<file path="config.mk">
export PLATFORM = sky130hd
export DESIGN_NAME = regfile_dump_reader
export DESIGN_NICKNAME = d
export VERILOG_FILES = /design/src/rtl/regfile_dump_reader.sv
export SDC_FILE = /design/constraint.sdc
export NUM_CORES = 1
export LEC_CHECK = 0
export BUFFER_PORTS_ARGS = -buffer_cell sky130_fd_sc_hd__buf_4
export CAP_MARGIN = 15
export CORE_MARGIN = 8
export CORE_UTILIZATION = 51
export CTS_BUF_LIST = sky130_fd_sc_hd__clkbuf_4 sky130_fd_sc_hd__clkbuf_8
export CTS_CLUSTER_DIAMETER = 150
export DETAILED_ROUTE_END_ITERATION = 8
export PLACE_DENSITY_LB_ADDON = 0.3
export SETUP_SLACK_MARGIN = 0.5
export SLEW_MARGIN = 20
export SYNTH_ARGS = -nofsm -noshare
export SYNTH_HDL_FRONTEND = slang
export SYNTH_SLANG_ARGS = --single-unit
</file>
<file path="constraint.sdc">
create_clock -name CLK -period 2.8 [get_ports CLK]
set_input_delay 0.56 -clock CLK [delete_from_list [all_inputs] [get_ports CLK]]
set_output_delay 0.56 -clock CLK [all_outputs]
set_load 0.02 [all_outputs]
</file>
<file path="src/rtl/regfile_dump_reader.sv">
// Debug read-out master: walks register addresses FIRST_REG..LAST_REG over a spare
// asynchronous read port and offers each captured word downstream, then pulses Done.
module regfile_dump_reader #(
    parameter int FIRST_REG = 0,
    parameter int LAST_REG  = 31
) (
    input  logic        CLK,
    input  logic        Reset,
    input  logic        Start,
    input  logic        Abort,
    output logic [4:0]  RdAddr,
    input  logic [31:0] RdData,
    output logic        OutValid,
    input  logic        OutReady,
    output logic [4:0]  OutAddr,
    output logic [31:0] OutData,
    output logic        Busy,
    output logic        Done,
    output logic [1:0]  DbgState
);
    typedef enum logic [1:0] {
        IDLE    = 2'd0,
        READ    = 2'd1,
        PRESENT = 2'd2,
        DONE    = 2'd3
    } stateT;

    localparam logic [4:0] FirstAddr = 5'(FIRST_REG);
    localparam logic [4:0] LastAddr  = 5'(LAST_REG);

    stateT      state;
    logic [4:0] addrCnt;

    // The counter drives the read port directly, so RdAddr holds its last value outside READ.
    assign RdAddr   = addrCnt;
    assign Busy     = (state != IDLE);
    assign Done     = (state == DONE);
    assign DbgState = state;

    // Output handshake: a word transfers in any cycle with OutValid & OutReady;
    // OutAddr/OutData are held stable from OutValid rising until that cycle.
    always_ff @(posedge CLK) begin
        if (Reset) begin
            state    <= IDLE;
            addrCnt  <= '0;
            OutValid <= 1'b0;
            OutAddr  <= '0;
            OutData  <= '0;
        end else begin
            case (state)
                IDLE: begin
                    if (Start) begin
                        addrCnt <= FirstAddr;
                        state   <= READ;
                    end
                end
                READ: begin
                    if (Abort) begin
                        state <= IDLE;
                    end else begin
                        OutData  <= RdData;
                        OutAddr  <= addrCnt;
                        OutValid <= 1'b1;
                        state    <= PRESENT;
                    end
                end
                PRESENT: begin
                    // Abort wins over a same-cycle handshake: the dump ends without Done.
                    if (Abort) begin
                        OutValid <= 1'b0;
                        state    <= IDLE;
                    end else if (OutReady) begin
                        OutValid <= 1'b0;
                        if (addrCnt == LastAddr) begin
                            state <= DONE;
                        end else begin
                            addrCnt <= addrCnt + 5'd1;
                            state   <= READ;
                        end
                    end
                end
                DONE: begin
                    state <= IDLE;
                end
                default: begin
                    state <= IDLE;
                end
            endcase
        end
    end
endmodule

</file>
==> impl_metrics.xml, run 1 <==
<?xml version="1.0" encoding="UTF-8"?>
<metrics>
  <group name="outcome">
    <metric name="status" unit="">complete, no violations</metric>
  </group>
  <group name="min_path">
    <metric name="hp-class" unit="">in -&gt; reg</metric>
    <metric name="hold_path_cells" unit="">2</metric>
  </group>
  <group name="worst_setup_path">
    <metric name="path_cells" unit="">ha_1, and3_1, ha_1, nor4b_1, nand2_1, o32ai_1</metric>
    <metric name="logic_depth_of_the_worst_register_to_register_path" unit="">6</metric>
    <metric name="worstPathRequired" unit="ns">3.06</metric>
    <metric name="crit_slowest_cell" unit="">sky130_fd_sc_hd__nor4b_1</metric>
    <metric name="crit_cells" unit="">6</metric>
    <metric name="largest_fanout_of_any_net_on_the_critical_path" unit="">7</metric>
    <metric name="critical_path.most_common_cell" unit="">sky130_fd_sc_hd__ha_1</metric>
    <metric name="endpoint_arrival_time_on_the_critical_path" unit="ns">2.18</metric>
    <metric name="path_class" unit="">reg -&gt; reg</metric>
    <metric name="count_of_buffer_and_inverter_cells_on_the_critical_path" unit="">0</metric>
    <metric name="regToRegSetupSlack" unit="ns">0.88</metric>
    <metric name="critPathLaunchType" unit="">flip-flop</metric>
    <metric name="cp_top_family" unit="">simple AND/OR/NAND/NOR gates</metric>
    <metric name="timing.critical_path.slowest_cell_delay" unit="ns">0.44</metric>
    <metric name="crit_path_end_kind" unit="">flip-flop</metric>
  </group>
  <group name="timing">
    <metric name="maxSlewViolCount" unit="">0</metric>
    <metric name="setup_repair_after_global_routing_missed_its_margin" unit="">false</metric>
    <metric name="fmax" unit="MHz">520</metric>
    <metric name="post-route-period-util" unit="">0.687</metric>
    <metric name="slew-limit-headroom" unit="">0.478</metric>
    <metric name="report.final.setup_viol" unit="">0</metric>
    <metric name="hold_violations" unit="">0</metric>
    <metric name="timing.final.crit_period" unit="ns">1.92</metric>
    <metric name="timing.clock.skew" unit="ns">0.00953</metric>
    <metric name="totalNegativeSetupSlack" unit="ns">0</metric>
    <metric name="hold-worst-slack" unit="ns">0.438</metric>
    <metric name="slew_at_the_pin_closest_to_its_max_slew_limit" unit="ns">0.783</metric>
  </group>
  <group name="synthesis">
    <metric name="synth_top_area_frac" unit="">0.501</metric>
    <metric name="ys.warnings.count" unit="">0</metric>
    <metric name="ys_seq_elements" unit="">45</metric>
    <metric name="synth_cells" unit="">216</metric>
    <metric name="synthFlopType" unit="">sky130_fd_sc_hd__dfxtp_1</metric>
    <metric name="synth_top_cells_by_count" unit="">sky130_fd_sc_hd__nand2_1 (76), sky130_fd_sc_hd__dfxtp_1 (45), sky130_fd_sc_hd__a21oi_1 (38)</metric>
    <metric name="count_of_flip_flops_with_a_built_in_enable_after_synthesis" unit="">0</metric>
    <metric name="postSynth.asyncResetShare" unit="">0</metric>
    <metric name="synth_nets" unit="">255</metric>
    <metric name="yosys.cell_count.top_type" unit="">sky130_fd_sc_hd__nand2_1</metric>
    <metric name="largest_cells_by_area_after_synthesis" unit="">sky130_fd_sc_hd__dfxtp_1 (50%), sky130_fd_sc_hd__nand2_1 (16%), sky130_fd_sc_hd__a21oi_1 (11%)</metric>
    <metric name="post-synth-top-area-cell" unit="">sky130_fd_sc_hd__dfxtp_1</metric>
    <metric name="ys_seq_area_frac" unit="">0.501</metric>
    <metric name="synth.lib_cells_used.distinct" unit="">33</metric>
    <metric name="avgSynthCellArea" unit="um2">8.32</metric>
    <metric name="syn_area" unit="mm2">0.00180</metric>
  </group>
  <group name="route">
    <metric name="number_of_antenna_violating_nets_in_the_routed_design" unit="">0</metric>
    <metric name="dr_total_vias" unit="">1704</metric>
    <metric name="first_pass_iteration_count_of_the_detailed_router" unit="">6</metric>
    <metric name="detailedRoute.firstIterationViolations" unit="">98</metric>
    <metric name="post_drt_wl_per_cell" unit="um">13.1</metric>
    <metric name="drt_wl_total" unit="um">4470</metric>
    <metric name="drcViolationCount" unit="">0</metric>
    <metric name="routed_via_density" unit="">5.01</metric>
  </group>
  <group name="die">
    <metric name="overall_die_area" unit="mm2">0.00568</metric>
    <metric name="die-width" unit="um">75.4</metric>
    <metric name="core_area" unit="mm2">0.00336</metric>
    <metric name="placementRows" unit="">21</metric>
    <metric name="fp.dieH" unit="um">75.4</metric>
    <metric name="design.portCount" unit="">84</metric>
    <metric name="start_util" unit="">0.535</metric>
  </group>
  <group name="place">
    <metric name="hpwl_reported_at_the_end_of_detailed_placement" unit="um">3200</metric>
    <metric name="numPlacedInstances" unit="">332</metric>
    <metric name="io_buffers" unit="">83</metric>
    <metric name="gpl.final_weighted_congestion" unit="">0.825</metric>
  </group>
  <group name="cells_and_area">
    <metric name="diodes" unit="">0</metric>
    <metric name="layout.nets" unit="">332</metric>
    <metric name="layout.cells.non_filler" unit="">340</metric>
    <metric name="post_route_cells_drive_above_1_share" unit="">0.340</metric>
    <metric name="syn_to_final_growth" unit="%">36.8</metric>
  </group>
  <group name="global_routing">
    <metric name="first_global_vias" unit="">1538</metric>
    <metric name="largest_net_degree_at_the_start_of_global_routing" unit="">47</metric>
    <metric name="grt-ovfl-total" unit="">0</metric>
    <metric name="grt_antenna_before_repair" unit="">0</metric>
    <metric name="global_route_wire_length_before_repair" unit="um">6760</metric>
    <metric name="gr-usage-all-layers" unit="">0.154</metric>
  </group>
  <group name="clock_network">
    <metric name="clock_path_buffers" unit="">2</metric>
    <metric name="cts.htree.levels" unit="">2</metric>
    <metric name="cts-root-buf" unit="">sky130_fd_sc_hd__clkbuf_4</metric>
    <metric name="cts_hold_buf" unit="">0</metric>
    <metric name="cts_resized" unit="">0</metric>
    <metric name="tritoncts_clock_tree" unit="">yes</metric>
    <metric name="numClockSinks" unit="">45</metric>
    <metric name="worstSkewPairLatency" unit="ns">0.35</metric>
    <metric name="clk_pin_slew" unit="ns">0.12</metric>
    <metric name="number_of_clock_buffers_inserted_by_tritoncts" unit="">5</metric>
    <metric name="postCtsSetupBuffers" unit="">0</metric>
  </group>
  <group name="run">
    <metric name="cap_violations" unit="">0</metric>
  </group>
  <group name="power_and_ir_drop">
    <metric name="finalPower" unit="mW">1.22</metric>
    <metric name="ir_worst_vdd" unit="mV">0.336</metric>
    <metric name="power_density" unit="mW/mm2">495</metric>
    <metric name="leakage" unit="nW">1.04</metric>
  </group>
</metrics>
## layout by cell type, fill, tap and decap left out, types with 2 or more instances in the layout
master and n:
sky130_fd_sc_hd__ha_1 2, sky130_fd_sc_hd__inv_1 2, sky130_fd_sc_hd__o21ai_0 2, sky130_fd_sc_hd__and3_1 2, sky130_fd_sc_hd__nand2b_1 4, sky130_fd_sc_hd__nand3_1 5, sky130_fd_sc_hd__nand2_2 2, sky130_fd_sc_hd__buf_4 85
sky130_fd_sc_hd__a21oi_2 2, sky130_fd_sc_hd__a31oi_1 2, sky130_fd_sc_hd__a221oi_1 2, sky130_fd_sc_hd__dfxtp_1 45, sky130_fd_sc_hd__nand2_1 76, sky130_fd_sc_hd__clkbuf_4 6, sky130_fd_sc_hd__a21oi_1 38
## cells by family after synthesis
group,count (synthesis),share of synthesized area
AO/OA/AOI/OAI,50,0.154
adder cells (fa/ha/maj),2,0.0139
buffers and inverters,17,0.0696
flip-flops,45,0.501
AND/OR/NAND/NOR,102,0.261
## worst reg2reg max path: stages (launching register included)
cell and delay [ns]:
sky130_fd_sc_hd__dfxtp_1 0.39, sky130_fd_sc_hd__ha_1 0.23, sky130_fd_sc_hd__and3_1 0.18, sky130_fd_sc_hd__ha_1 0.22, sky130_fd_sc_hd__nor4b_1 0.44, sky130_fd_sc_hd__nand2_1 0.13
sky130_fd_sc_hd__o32ai_1 0.24
## state kept, by name, summed over array words and instances, names as in the netlist
signal,cells
OutData,32
RdAddr,5
OutAddr,5
OutValid,1
DbgState,2
## area by class of cell
| cell class | instances | area [um2] |
|---|---|---|
| timing repair buffer | 85 | 638 |
| clock inverter | 2 | 38.8 |
| fill | 287 | 903 |
| tap | 46 | 57.6 |
| inverter | 2 | 7.51 |
| multi-input combinational | 154 | 772 |
| sequential | 45 | 901 |
| clock buffer | 6 | 45.0 |
## final timing paths
path | startpoint | endpoint
worst max-delay path | RdAddr[0]$_SDFFE_PP0P_ | RdAddr[2]$_SDFFE_PP0P_
worst min-delay path | Abort | DbgState[1]$_SDFFE_PP0P_
worst max register to register | RdAddr[0]$_SDFFE_PP0P_ | RdAddr[2]$_SDFFE_PP0P_
worst min register to register | OutData[13]$_SDFFE_PP0P_ | OutData[13]$_SDFFE_PP0P_
## per-layer routing
metal  up-vias  part of all wire  global-route usage
li1        870                 -                   -
met2        66              0.46               0.250
met4         0            0.0060              0.0448
met5         -                 0                   0
met1       766              0.41               0.177
met3         2              0.13              0.0711
## per-stage QoR
stage | setup WS [ns] | area [um2] | utilization
after floorplan | 1.02 | 1800 | -
after global placement | 0.749 | 2380 | 0.706
after detailed placement | 0.892 | 2380 | 0.706
after CTS | 0.896 | 2460 | 0.731
after global routing | 0.714 | 2460 | 0.731
final | 0.876 | 2460 | 0.731
## power by group
part / switching (mW) / total (mW) / internal (mW)
Combinational: 0.0764 / 0.149 / 0.0726
Sequential: 0.0121 / 0.669 / 0.657
Clock: 0.200 / 0.400 / 0.200
Total: 0.288 / 1.22 / 0.929
Power figures use the tool's default switching activity.
==> run 2, diff against run 1 <==
--- a/config.mk
+++ b/config.mk
@@ -8,7 +8,7 @@
 export BUFFER_PORTS_ARGS = -buffer_cell sky130_fd_sc_hd__buf_4
 export CAP_MARGIN = 15
 export CORE_MARGIN = 8
-export CORE_UTILIZATION = 51
+export CORE_UTILIZATION = 43
 export CTS_BUF_LIST = sky130_fd_sc_hd__clkbuf_4 sky130_fd_sc_hd__clkbuf_8
 export CTS_CLUSTER_DIAMETER = 150
 export DETAILED_ROUTE_END_ITERATION = 8
==> constraint.sdc (replaced) <==
create_clock -name CLK -period 1.6 [get_ports CLK]
set_input_delay 0.32 -clock CLK [delete_from_list [all_inputs] [get_ports CLK]]
set_output_delay 0.32 -clock CLK [all_outputs]
set_load 0.02 [all_outputs]
==> run 2 against run 1 <==
  * The flow now stops in global routing
  * Synthesized cell count did not move
  * Synthesized area stayed put
==> impl_metrics.xml, run 2 <==
<?xml version="1.0" encoding="UTF-8"?>
<metrics>
  <group name="synthesis">
    <metric name="ys.warnings.count" unit="">0</metric>
    <metric name="synth_nets" unit="">255</metric>
    <metric name="avgSynthCellArea" unit="um2">8.32</metric>
    <metric name="synth_top_cells_by_count" unit="">sky130_fd_sc_hd__nand2_1 (76), sky130_fd_sc_hd__dfxtp_1 (45), sky130_fd_sc_hd__a21oi_1 (38)</metric>
    <metric name="postSynth.asyncResetShare" unit="">0</metric>
    <metric name="post-synth-top-area-cell" unit="">sky130_fd_sc_hd__dfxtp_1</metric>
    <metric name="ys_seq_elements" unit="">45</metric>
    <metric name="largest_cells_by_area_after_synthesis" unit="">sky130_fd_sc_hd__dfxtp_1 (50%), sky130_fd_sc_hd__nand2_1 (16%), sky130_fd_sc_hd__a21oi_1 (11%)</metric>
    <metric name="synth.lib_cells_used.distinct" unit="">33</metric>
    <metric name="yosys.cell_count.top_type" unit="">sky130_fd_sc_hd__nand2_1</metric>
    <metric name="synth_cells" unit="">216</metric>
    <metric name="count_of_flip_flops_with_a_built_in_enable_after_synthesis" unit="">0</metric>
    <metric name="synthFlopType" unit="">sky130_fd_sc_hd__dfxtp_1</metric>
    <metric name="ys_seq_area_frac" unit="">0.501</metric>
    <metric name="syn_area" unit="mm2">0.00180</metric>
    <metric name="synth_top_area_frac" unit="">0.501</metric>
  </group>
  <group name="die">
    <metric name="design.portCount" unit="">84</metric>
    <metric name="placementRows" unit="">23</metric>
    <metric name="fp.dieH" unit="um">80.7</metric>
    <metric name="start_util" unit="">0.449</metric>
    <metric name="die-width" unit="um">80.7</metric>
  </group>
  <group name="timing">
    <metric name="worstEpCategory" unit="">register data pin</metric>
    <metric name="grt_repair_worst_endpoint" unit="">RdAddr[3]$_SDFFE_PP0P_/D</metric>
  </group>
  <group name="clock_network">
    <metric name="number_of_clock_buffers_inserted_by_tritoncts" unit="">5</metric>
    <metric name="clock_path_buffers" unit="">2</metric>
    <metric name="cts-root-buf" unit="">sky130_fd_sc_hd__clkbuf_8</metric>
    <metric name="cts_hold_buf" unit="">0</metric>
    <metric name="numClockSinks" unit="">45</metric>
    <metric name="cts.htree.levels" unit="">2</metric>
  </group>
  <group name="place">
    <metric name="post_dp_cell_area" unit="mm2">0.00249</metric>
    <metric name="numPlacedInstances" unit="">340</metric>
    <metric name="gpl.final_weighted_congestion" unit="">0.827</metric>
    <metric name="io_buffers" unit="">83</metric>
    <metric name="hpwl_reported_at_the_end_of_detailed_placement" unit="um">3540</metric>
  </group>
  <group name="outcome">
    <metric name="status" unit="">aborted with a tool error</metric>
    <metric name="stop_stage" unit="">global routing</metric>
    <metric name="run.stop_error" unit="">[ERROR DPL-0038] Utilization greater than 100%, impossible to legalize</metric>
  </group>
  <group name="global_routing">
    <metric name="largest_net_degree_at_the_start_of_global_routing" unit="">32</metric>
  </group>
</metrics>
[run 2: what timing repair did]
item	CTS
gates resized for setup	128
setup buffers	24
pin swaps	68
gates cloned	8
setup endpoints to repair	64
[run 2: kinds of logic after synthesis]
group,Yosys count,synth area share
flip-flops,45,0.501
AND/OR/NAND/NOR,102,0.261
AO/OA/AOI/OAI,50,0.154
adder cells (fa/ha/maj),2,0.0139
buffers and inverters,17,0.0696
[run 2: per-stage QoR]
stage	setup slack (ns)	utilization	hold WS [ns]
after floorplan	0.0640	-	0.456
after global placement	0.0534	0.624	0.438
after detailed placement	0.0197	0.624	0.444
after CTS	0.0301	0.847	0.258
==> run 3, diff against run 2 <==
--- a/config.mk
+++ b/config.mk
@@ -8,12 +8,9 @@
 export BUFFER_PORTS_ARGS = -buffer_cell sky130_fd_sc_hd__buf_4
 export CAP_MARGIN = 15
 export CORE_MARGIN = 8
-export CORE_UTILIZATION = 43
-export CTS_BUF_LIST = sky130_fd_sc_hd__clkbuf_4 sky130_fd_sc_hd__clkbuf_8
-export CTS_CLUSTER_DIAMETER = 150
+export CORE_UTILIZATION = 40
 export DETAILED_ROUTE_END_ITERATION = 8
-export PLACE_DENSITY_LB_ADDON = 0.3
-export SETUP_SLACK_MARGIN = 0.5
+export PLACE_DENSITY_LB_ADDON = 0.15
 export SLEW_MARGIN = 20
 export SYNTH_ARGS = -nofsm -noshare
 export SYNTH_HDL_FRONTEND = slang
==> constraint.sdc (replaced) <==
create_clock -name CLK -period 2.1 [get_ports CLK]
set_input_delay 0.42 -clock CLK [delete_from_list [all_inputs] [get_ports CLK]]
set_output_delay 0.42 -clock CLK [all_outputs]
set_load 0.02 [all_outputs]
==> run 3 against run 2 <==
  * The run now ends clean
==> impl_metrics.xml, run 3 (synthesis results as in run 1) <==
<?xml version="1.0" encoding="UTF-8"?>
<metrics>
  <group name="outcome">
    <metric name="status" unit="">complete, no violations</metric>
  </group>
  <group name="die">
    <metric name="fp.dieH" unit="um">83.0</metric>
    <metric name="start_util" unit="">0.413</metric>
    <metric name="overall_die_area" unit="mm2">0.00690</metric>
    <metric name="placementRows" unit="">24</metric>
    <metric name="die-width" unit="um">83.0</metric>
    <metric name="design.portCount" unit="">84</metric>
    <metric name="core_area" unit="mm2">0.00435</metric>
  </group>
  <group name="cells_and_area">
    <metric name="post_route_cells_drive_above_1_share" unit="">0.338</metric>
    <metric name="diodes" unit="">0</metric>
    <metric name="largest-register" unit="">OutData</metric>
    <metric name="layout_common_cells" unit="">sky130_fd_sc_hd__buf_4 (87), sky130_fd_sc_hd__nand2_1 (76), sky130_fd_sc_hd__dfxtp_1 (45), sky130_fd_sc_hd__a21oi_1 (38), sky130_fd_sc_hd__clkbuf_8 (6)</metric>
    <metric name="syn_to_final_growth" unit="%">39.9</metric>
    <metric name="layout.nets" unit="">334</metric>
    <metric name="total_area_of_multi_input_combinational_cells" unit="um2">772</metric>
    <metric name="regArea" unit="um2">901</metric>
    <metric name="filler_cell_count" unit="">422</metric>
    <metric name="flip_flop_count_of_the_largest_register_all_copies_and_words_added" unit="">32</metric>
    <metric name="final_common_cell" unit="">sky130_fd_sc_hd__buf_4</metric>
  </group>
  <group name="global_routing">
    <metric name="gr-usage-all-layers" unit="">0.134</metric>
    <metric name="global_route_wire_length_before_repair" unit="um">7730</metric>
    <metric name="grt_antenna_before_repair" unit="">0</metric>
    <metric name="largest_net_degree_at_the_start_of_global_routing" unit="">38</metric>
    <metric name="first_global_vias" unit="">1611</metric>
    <metric name="grt-ovfl-total" unit="">0</metric>
  </group>
  <group name="timing">
    <metric name="slew-limit-headroom" unit="">0.680</metric>
    <metric name="maxSlewViolCount" unit="">0</metric>
    <metric name="post-route-period-util" unit="">0.900</metric>
    <metric name="setup_repair_after_global_routing_missed_its_margin" unit="">false</metric>
    <metric name="timing.clock.skew" unit="ns">0.00506</metric>
    <metric name="hold-worst-slack" unit="ns">0.368</metric>
    <metric name="slew_at_the_pin_closest_to_its_max_slew_limit" unit="ns">0.480</metric>
    <metric name="totalNegativeSetupSlack" unit="ns">0</metric>
    <metric name="fmax" unit="MHz">529</metric>
    <metric name="report.final.setup_viol" unit="">0</metric>
    <metric name="timing.final.crit_period" unit="ns">1.89</metric>
    <metric name="hold_violations" unit="">0</metric>
  </group>
  <group name="worst_setup_path">
    <metric name="crit_path_end_kind" unit="">flip-flop</metric>
    <metric name="timing.rr.start" unit="">RdAddr[0]$_SDFFE_PP0P_</metric>
    <metric name="timing.critical_path.slowest_cell_delay" unit="ns">0.37</metric>
    <metric name="worstPathRequired" unit="ns">2.27</metric>
    <metric name="endpoint_arrival_time_on_the_critical_path" unit="ns">2.06</metric>
    <metric name="critPathLaunchType" unit="">flip-flop</metric>
    <metric name="cp-startpoint" unit="">RdAddr[0]$_SDFFE_PP0P_</metric>
    <metric name="path_class" unit="">reg -&gt; reg</metric>
    <metric name="count_of_buffer_and_inverter_cells_on_the_critical_path" unit="">0</metric>
    <metric name="largest_fanout_of_any_net_on_the_critical_path" unit="">7</metric>
    <metric name="path_cells" unit="">ha_1, and3_1, ha_1, nand4bb_1, a221oi_1, o32ai_1</metric>
    <metric name="cp_top_family" unit="">simple AND/OR/NAND/NOR gates</metric>
    <metric name="critical_path.most_common_cell" unit="">sky130_fd_sc_hd__ha_1</metric>
    <metric name="crit_slowest_cell" unit="">sky130_fd_sc_hd__dfxtp_1</metric>
  </group>
  <group name="route">
    <metric name="met1Wirelength" unit="um">2160</metric>
    <metric name="dr_wl_met2" unit="um">2160</metric>
    <metric name="number_of_antenna_violating_nets_in_the_routed_design" unit="">0</metric>
    <metric name="routed_via_density" unit="">4.82</metric>
    <metric name="dr_total_vias" unit="">1677</metric>
    <metric name="post_drt_wl_per_cell" unit="um">13.5</metric>
    <metric name="topRoutingLayerUsed" unit="">met4</metric>
    <metric name="first_pass_iteration_count_of_the_detailed_router" unit="">4</metric>
    <metric name="drt_wl_total" unit="um">4690</metric>
    <metric name="detailedRoute.firstIterationViolations" unit="">71</metric>
    <metric name="met3_wl" unit="um">313</metric>
    <metric name="drcViolationCount" unit="">0</metric>
  </group>
  <group name="clock_network">
    <metric name="cts_resized" unit="">0</metric>
    <metric name="worstSkewPairLatency" unit="ns">0.29</metric>
    <metric name="numClockSinks" unit="">45</metric>
    <metric name="cts_hold_buf" unit="">0</metric>
    <metric name="clk_pin_slew" unit="ns">0.08</metric>
    <metric name="number_of_clock_buffers_inserted_by_tritoncts" unit="">5</metric>
    <metric name="clock_path_buffers" unit="">2</metric>
    <metric name="cts-root-buf" unit="">sky130_fd_sc_hd__clkbuf_8</metric>
    <metric name="postCtsSetupBuffers" unit="">0</metric>
    <metric name="cts.htree.levels" unit="">2</metric>
    <metric name="tritoncts_clock_tree" unit="">yes</metric>
  </group>
  <group name="place">
    <metric name="io_buffers" unit="">83</metric>
    <metric name="hpwl_reported_at_the_end_of_detailed_placement" unit="um">3410</metric>
    <metric name="gpl.final_weighted_congestion" unit="">0.877</metric>
  </group>
  <group name="power_and_ir_drop">
    <metric name="seq_power_share" unit="">0.507</metric>
    <metric name="p_comb_frac" unit="">0.115</metric>
    <metric name="p_sw_frac" unit="">0.225</metric>
    <metric name="proportion_of_power_drawn_by_the_clock_network" unit="">0.378</metric>
    <metric name="internal_power" unit="mW">1.36</metric>
    <metric name="leakage" unit="nW">1.06</metric>
    <metric name="net-switching-power" unit="mW">0.394</metric>
    <metric name="ir_worst_vdd" unit="mV">0.376</metric>
    <metric name="power_density" unit="mW/mm2">698</metric>
  </group>
  <group name="min_path">
    <metric name="hp-class" unit="">in -&gt; reg</metric>
    <metric name="worstHoldStart" unit="">RdData[9]</metric>
  </group>
  <group name="run">
    <metric name="cap_violations" unit="">0</metric>
  </group>
</metrics>
[run 3: path summary, 6_finish.rpt]
| check | end | cells past startpoint | slack [ns] |
|---|---|---|---|
| max reg2reg | RdAddr[2]$_SDFFE_PP0P_ | 6 | 0.21 |
| min | OutData[9]$_SDFFE_PP0P_ | 3 | 0.37 |
| min reg2reg | OutData[2]$_SDFFE_PP0P_ | 2 | 0.46 |
| max | RdAddr[2]$_SDFFE_PP0P_ | 6 | 0.21 |
[run 3: per-layer routing]
| metal | vias to the layer above | GRT usage |
|---|---|---|
| met5 | - | 0 |
| met4 | 0 | 0.0511 |
| met3 | 7 | 0.0566 |
| met1 | 740 | 0.157 |
| met2 | 52 | 0.211 |
| li1 | 878 | - |
[run 3: worst register-to-register path, cell delays in order, from the launching register on]
cell and delay (ns):
sky130_fd_sc_hd__dfxtp_1 0.37, sky130_fd_sc_hd__ha_1 0.23, sky130_fd_sc_hd__and3_1 0.18, sky130_fd_sc_hd__ha_1 0.21, sky130_fd_sc_hd__nand4bb_1 0.33, sky130_fd_sc_hd__a221oi_1 0.35, sky130_fd_sc_hd__o32ai_1 0.10
[run 3: stage by stage]
stage / cells / setup slack [ns] / power [mW] / util / instance area (um2)
floorplan: 216 / 0.315 / 1.02 / - / 1800
global placement: 340 / 0.262 / 1.11 / 0.551 / 2400
detailed placement: 340 / 0.226 / 1.12 / 0.551 / 2400
CTS: 348 / 0.209 / 1.78 / 0.578 / 2510
global route: 348 / 0.0533 / 1.83 / 0.578 / 2510
finish: 348 / 0.210 / 1.76 / 0.578 / 2510
[run 3: cell type report]
cell class                 instances  area share
clock buffer                       7      0.0343
inverter                           2     0.00299
clock inverter                     1      0.0119
tap                               52      0.0259
timing repair buffer              87       0.260
multi-input combinational        154       0.307
sequential                        45       0.358
[run 3: power by group through the flow]
stage,logic [mW],registers [mW],clock network (mW)
CTS,0.205,0.891,0.685
global route,0.222,0.895,0.717
detailed placement,0.205,0.911,0
global placement,0.203,0.911,0
finish,0.201,0.891,0.663
floorplan,0.0845,0.934,0
==> run 4, diff against run 3 <==
--- a/config.mk
+++ b/config.mk
@@ -6,11 +6,11 @@
 export NUM_CORES = 1
 export LEC_CHECK = 0
 export BUFFER_PORTS_ARGS = -buffer_cell sky130_fd_sc_hd__buf_4
-export CAP_MARGIN = 15
 export CORE_MARGIN = 8
 export CORE_UTILIZATION = 40
 export DETAILED_ROUTE_END_ITERATION = 8
 export PLACE_DENSITY_LB_ADDON = 0.15
+export RECOVER_POWER = 25
 export SLEW_MARGIN = 20
 export SYNTH_ARGS = -nofsm -noshare
 export SYNTH_HDL_FRONTEND = slang
==> run 4 against run 3 <==
  * Clock skew down 0.0011 ns
  * Critical path depth stayed put
  * Critical path type unchanged
  * Sequential share of layout area up 1.2 points
  * Largest cell class unchanged
  * Worst setup slack lost 0.0012 ns
  * Clock power about the same
==> impl_metrics.xml, run 4 (synthesis results as in run 1) <==
<?xml version="1.0" encoding="UTF-8"?>
<metrics>
  <group name="cells_and_area">
    <metric name="layout_common_cells" unit="">sky130_fd_sc_hd__nand2_1 (76), sky130_fd_sc_hd__buf_4 (65), sky130_fd_sc_hd__dfxtp_1 (45), sky130_fd_sc_hd__a21oi_1 (38), sky130_fd_sc_hd__clkbuf_1 (23)</metric>
    <metric name="largest-register" unit="">OutData</metric>
    <metric name="layout.nets" unit="">334</metric>
    <metric name="syn_to_final_growth" unit="%">35.3</metric>
    <metric name="flip_flop_count_of_the_largest_register_all_copies_and_words_added" unit="">32</metric>
    <metric name="post_route_cells_drive_above_1_share" unit="">0.264</metric>
    <metric name="diodes" unit="">0</metric>
    <metric name="final_common_cell" unit="">sky130_fd_sc_hd__nand2_1</metric>
  </group>
  <group name="worst_setup_path">
    <metric name="logic_depth_of_the_worst_register_to_register_path" unit="">6</metric>
    <metric name="timing.critical_path.slowest_cell_delay" unit="ns">0.37</metric>
    <metric name="cp_top_family" unit="">simple AND/OR/NAND/NOR gates</metric>
    <metric name="crit_path_end_kind" unit="">flip-flop</metric>
    <metric name="critical_path.reg2reg.endpoint" unit="">RdAddr[2]$_SDFFE_PP0P_</metric>
    <metric name="path_cells" unit="">ha_1, and3_1, ha_1, nand4bb_1, a221oi_1, o32ai_1</metric>
    <metric name="worstPathRequired" unit="ns">2.27</metric>
    <metric name="endpoint_arrival_time_on_the_critical_path" unit="ns">2.06</metric>
    <metric name="largest_fanout_of_any_net_on_the_critical_path" unit="">7</metric>
    <metric name="critPathLaunchType" unit="">flip-flop</metric>
    <metric name="regToRegSetupSlack" unit="ns">0.21</metric>
    <metric name="path_class" unit="">reg -&gt; reg</metric>
    <metric name="timing.rr.start" unit="">RdAddr[0]$_SDFFE_PP0P_</metric>
    <metric name="crit_slowest_cell" unit="">sky130_fd_sc_hd__dfxtp_1</metric>
    <metric name="critical_path.most_common_cell" unit="">sky130_fd_sc_hd__ha_1</metric>
    <metric name="count_of_buffer_and_inverter_cells_on_the_critical_path" unit="">0</metric>
  </group>
  <group name="place">
    <metric name="gpl.final_weighted_congestion" unit="">0.877</metric>
    <metric name="io_buffers" unit="">83</metric>
    <metric name="hpwl_reported_at_the_end_of_detailed_placement" unit="um">3410</metric>
  </group>
  <group name="route">
    <metric name="drcViolationCount" unit="">0</metric>
    <metric name="first_pass_iteration_count_of_the_detailed_router" unit="">4</metric>
    <metric name="number_of_antenna_violating_nets_in_the_routed_design" unit="">0</metric>
    <metric name="post_drt_wl_per_cell" unit="um">13.6</metric>
    <metric name="routed_via_density" unit="">4.84</metric>
    <metric name="detailedRoute.firstIterationViolations" unit="">60</metric>
    <metric name="drt_wl_total" unit="um">4740</metric>
    <metric name="dr_total_vias" unit="">1684</metric>
  </group>
  <group name="timing">
    <metric name="maxSlewViolCount" unit="">0</metric>
    <metric name="fmax" unit="MHz">529</metric>
    <metric name="post-route-period-util" unit="">0.900</metric>
    <metric name="report.final.setup_viol" unit="">0</metric>
    <metric name="totalNegativeSetupSlack" unit="ns">0</metric>
    <metric name="hold_violations" unit="">0</metric>
    <metric name="slew-limit-headroom" unit="">0.678</metric>
    <metric name="slew_at_the_pin_closest_to_its_max_slew_limit" unit="ns">0.482</metric>
    <metric name="timing.final.crit_period" unit="ns">1.89</metric>
    <metric name="timing.clock.skew" unit="ns">0.00398</metric>
    <metric name="setup_repair_after_global_routing_missed_its_margin" unit="">false</metric>
  </group>
  <group name="die">
    <metric name="design.portCount" unit="">84</metric>
    <metric name="placementRows" unit="">24</metric>
    <metric name="overall_die_area" unit="mm2">0.00690</metric>
    <metric name="fp.dieH" unit="um">83.0</metric>
    <metric name="die-width" unit="um">83.0</metric>
    <metric name="start_util" unit="">0.413</metric>
    <metric name="core_area" unit="mm2">0.00435</metric>
  </group>
  <group name="clock_network">
    <metric name="cts.htree.levels" unit="">2</metric>
    <metric name="tritoncts_clock_tree" unit="">yes</metric>
    <metric name="number_of_clock_buffers_inserted_by_tritoncts" unit="">5</metric>
    <metric name="cts_hold_buf" unit="">0</metric>
    <metric name="cts_resized" unit="">0</metric>
    <metric name="clock_path_buffers" unit="">2</metric>
    <metric name="worstSkewPairLatency" unit="ns">0.29</metric>
    <metric name="cts-root-buf" unit="">sky130_fd_sc_hd__clkbuf_8</metric>
    <metric name="clk_pin_slew" unit="ns">0.08</metric>
    <metric name="postCtsSetupBuffers" unit="">0</metric>
    <metric name="numClockSinks" unit="">45</metric>
  </group>
  <group name="global_routing">
    <metric name="grt-ovfl-total" unit="">0</metric>
    <metric name="grt_util_met1" unit="">0.157</metric>
    <metric name="grt_antenna_before_repair" unit="">0</metric>
    <metric name="global_route.peak_usage_layer" unit="">met2</metric>
    <metric name="largest_net_degree_at_the_start_of_global_routing" unit="">38</metric>
    <metric name="global_route_wire_length_before_repair" unit="um">7730</metric>
    <metric name="gr-usage-all-layers" unit="">0.134</metric>
    <metric name="grt.met2_usage" unit="">0.211</metric>
    <metric name="gr-usage-met3" unit="">0.0566</metric>
    <metric name="first_global_vias" unit="">1611</metric>
  </group>
  <group name="min_path">
    <metric name="worstHoldStart" unit="">RdData[9]</metric>
    <metric name="worst_hold_path.endpoint" unit="">OutData[9]$_SDFFE_PP0P_</metric>
    <metric name="hp-class" unit="">in -&gt; reg</metric>
    <metric name="hold_path_cells" unit="">3</metric>
  </group>
  <group name="run">
    <metric name="cap_violations" unit="">0</metric>
  </group>
  <group name="outcome">
    <metric name="status" unit="">complete, no violations</metric>
  </group>
  <group name="power_and_ir_drop">
    <metric name="power_density" unit="mW/mm2">717</metric>
    <metric name="ir_worst_vdd" unit="mV">0.375</metric>
    <metric name="finalPower" unit="mW">1.74</metric>
    <metric name="leakage" unit="nW">0.970</metric>
  </group>
</metrics>
run 4: changes by cell type in the layout (fill, tap and decap cells not counted), sizes merged:
cell    previous run  this run
clkbuf             7        29
buf               87        65
run 4: metrics by stage:
stage | utilization | instance area, um2 | hold slack (ns) | cells | worst slack, ns
CTS | 0.578 | 2510 | 0.363 | 348 | 0.209
global route | 0.559 | 2430 | 0.359 | 348 | 0.0533
finish | 0.559 | 2430 | 0.369 | 348 | 0.209
detailed placement | 0.551 | 2400 | 0.447 | 340 | 0.226
floorplan | - | 1800 | 0.533 | 216 | 0.315
global placement | 0.551 | 2400 | 0.443 | 340 | 0.262
run 4: worst max path at each step:
stage	cells past startpoint	start	to	slack, ns
after floorplan	6	RdAddr[0]$_SDFFE_PP0P_	RdAddr[3]$_SDFFE_PP0P_	0.32
after global placement	6	RdAddr[0]$_SDFFE_PP0P_	RdAddr[3]$_SDFFE_PP0P_	0.26
after detailed placement	6	RdAddr[0]$_SDFFE_PP0P_	RdAddr[3]$_SDFFE_PP0P_	0.23
after CTS	6	RdAddr[0]$_SDFFE_PP0P_	RdAddr[3]$_SDFFE_PP0P_	0.21
after global routing	6	RdAddr[0]$_SDFFE_PP0P_	RdAddr[3]$_SDFFE_PP0P_	0.05
final	6	RdAddr[0]$_SDFFE_PP0P_	RdAddr[2]$_SDFFE_PP0P_	0.21
run 4: per-layer routing:
| metal | vias to the layer above | wire, um |
|---|---|---|
| li1 | 876 | - |
| met1 | 749 | 2180 |
| met2 | 52 | 2190 |
| met3 | 7 | 312 |
| met4 | 0 | 59 |
| met5 | - | 0 |
run 4: area by class of cell:
cell class	instances	area (um2)
fill	449	1920
timing repair buffer	87	571
inverter	2	7.51
tap	52	65.1
clock inverter	1	30.0
clock buffer	7	86.3
sequential	45	901
multi-input combinational	154	772
run 4: tightest hold or removal path, cell delays in order:
cell and delay (ns):
sky130_fd_sc_hd__buf_4 0.11, sky130_fd_sc_hd__nand2_1 0.04, sky130_fd_sc_hd__a21oi_1 0.05
run 4: report_power, final:
group	internal [mW]	switching (mW)
registers	0.875	0.0160
logic	0.0886	0.103
clock network	0.388	0.274
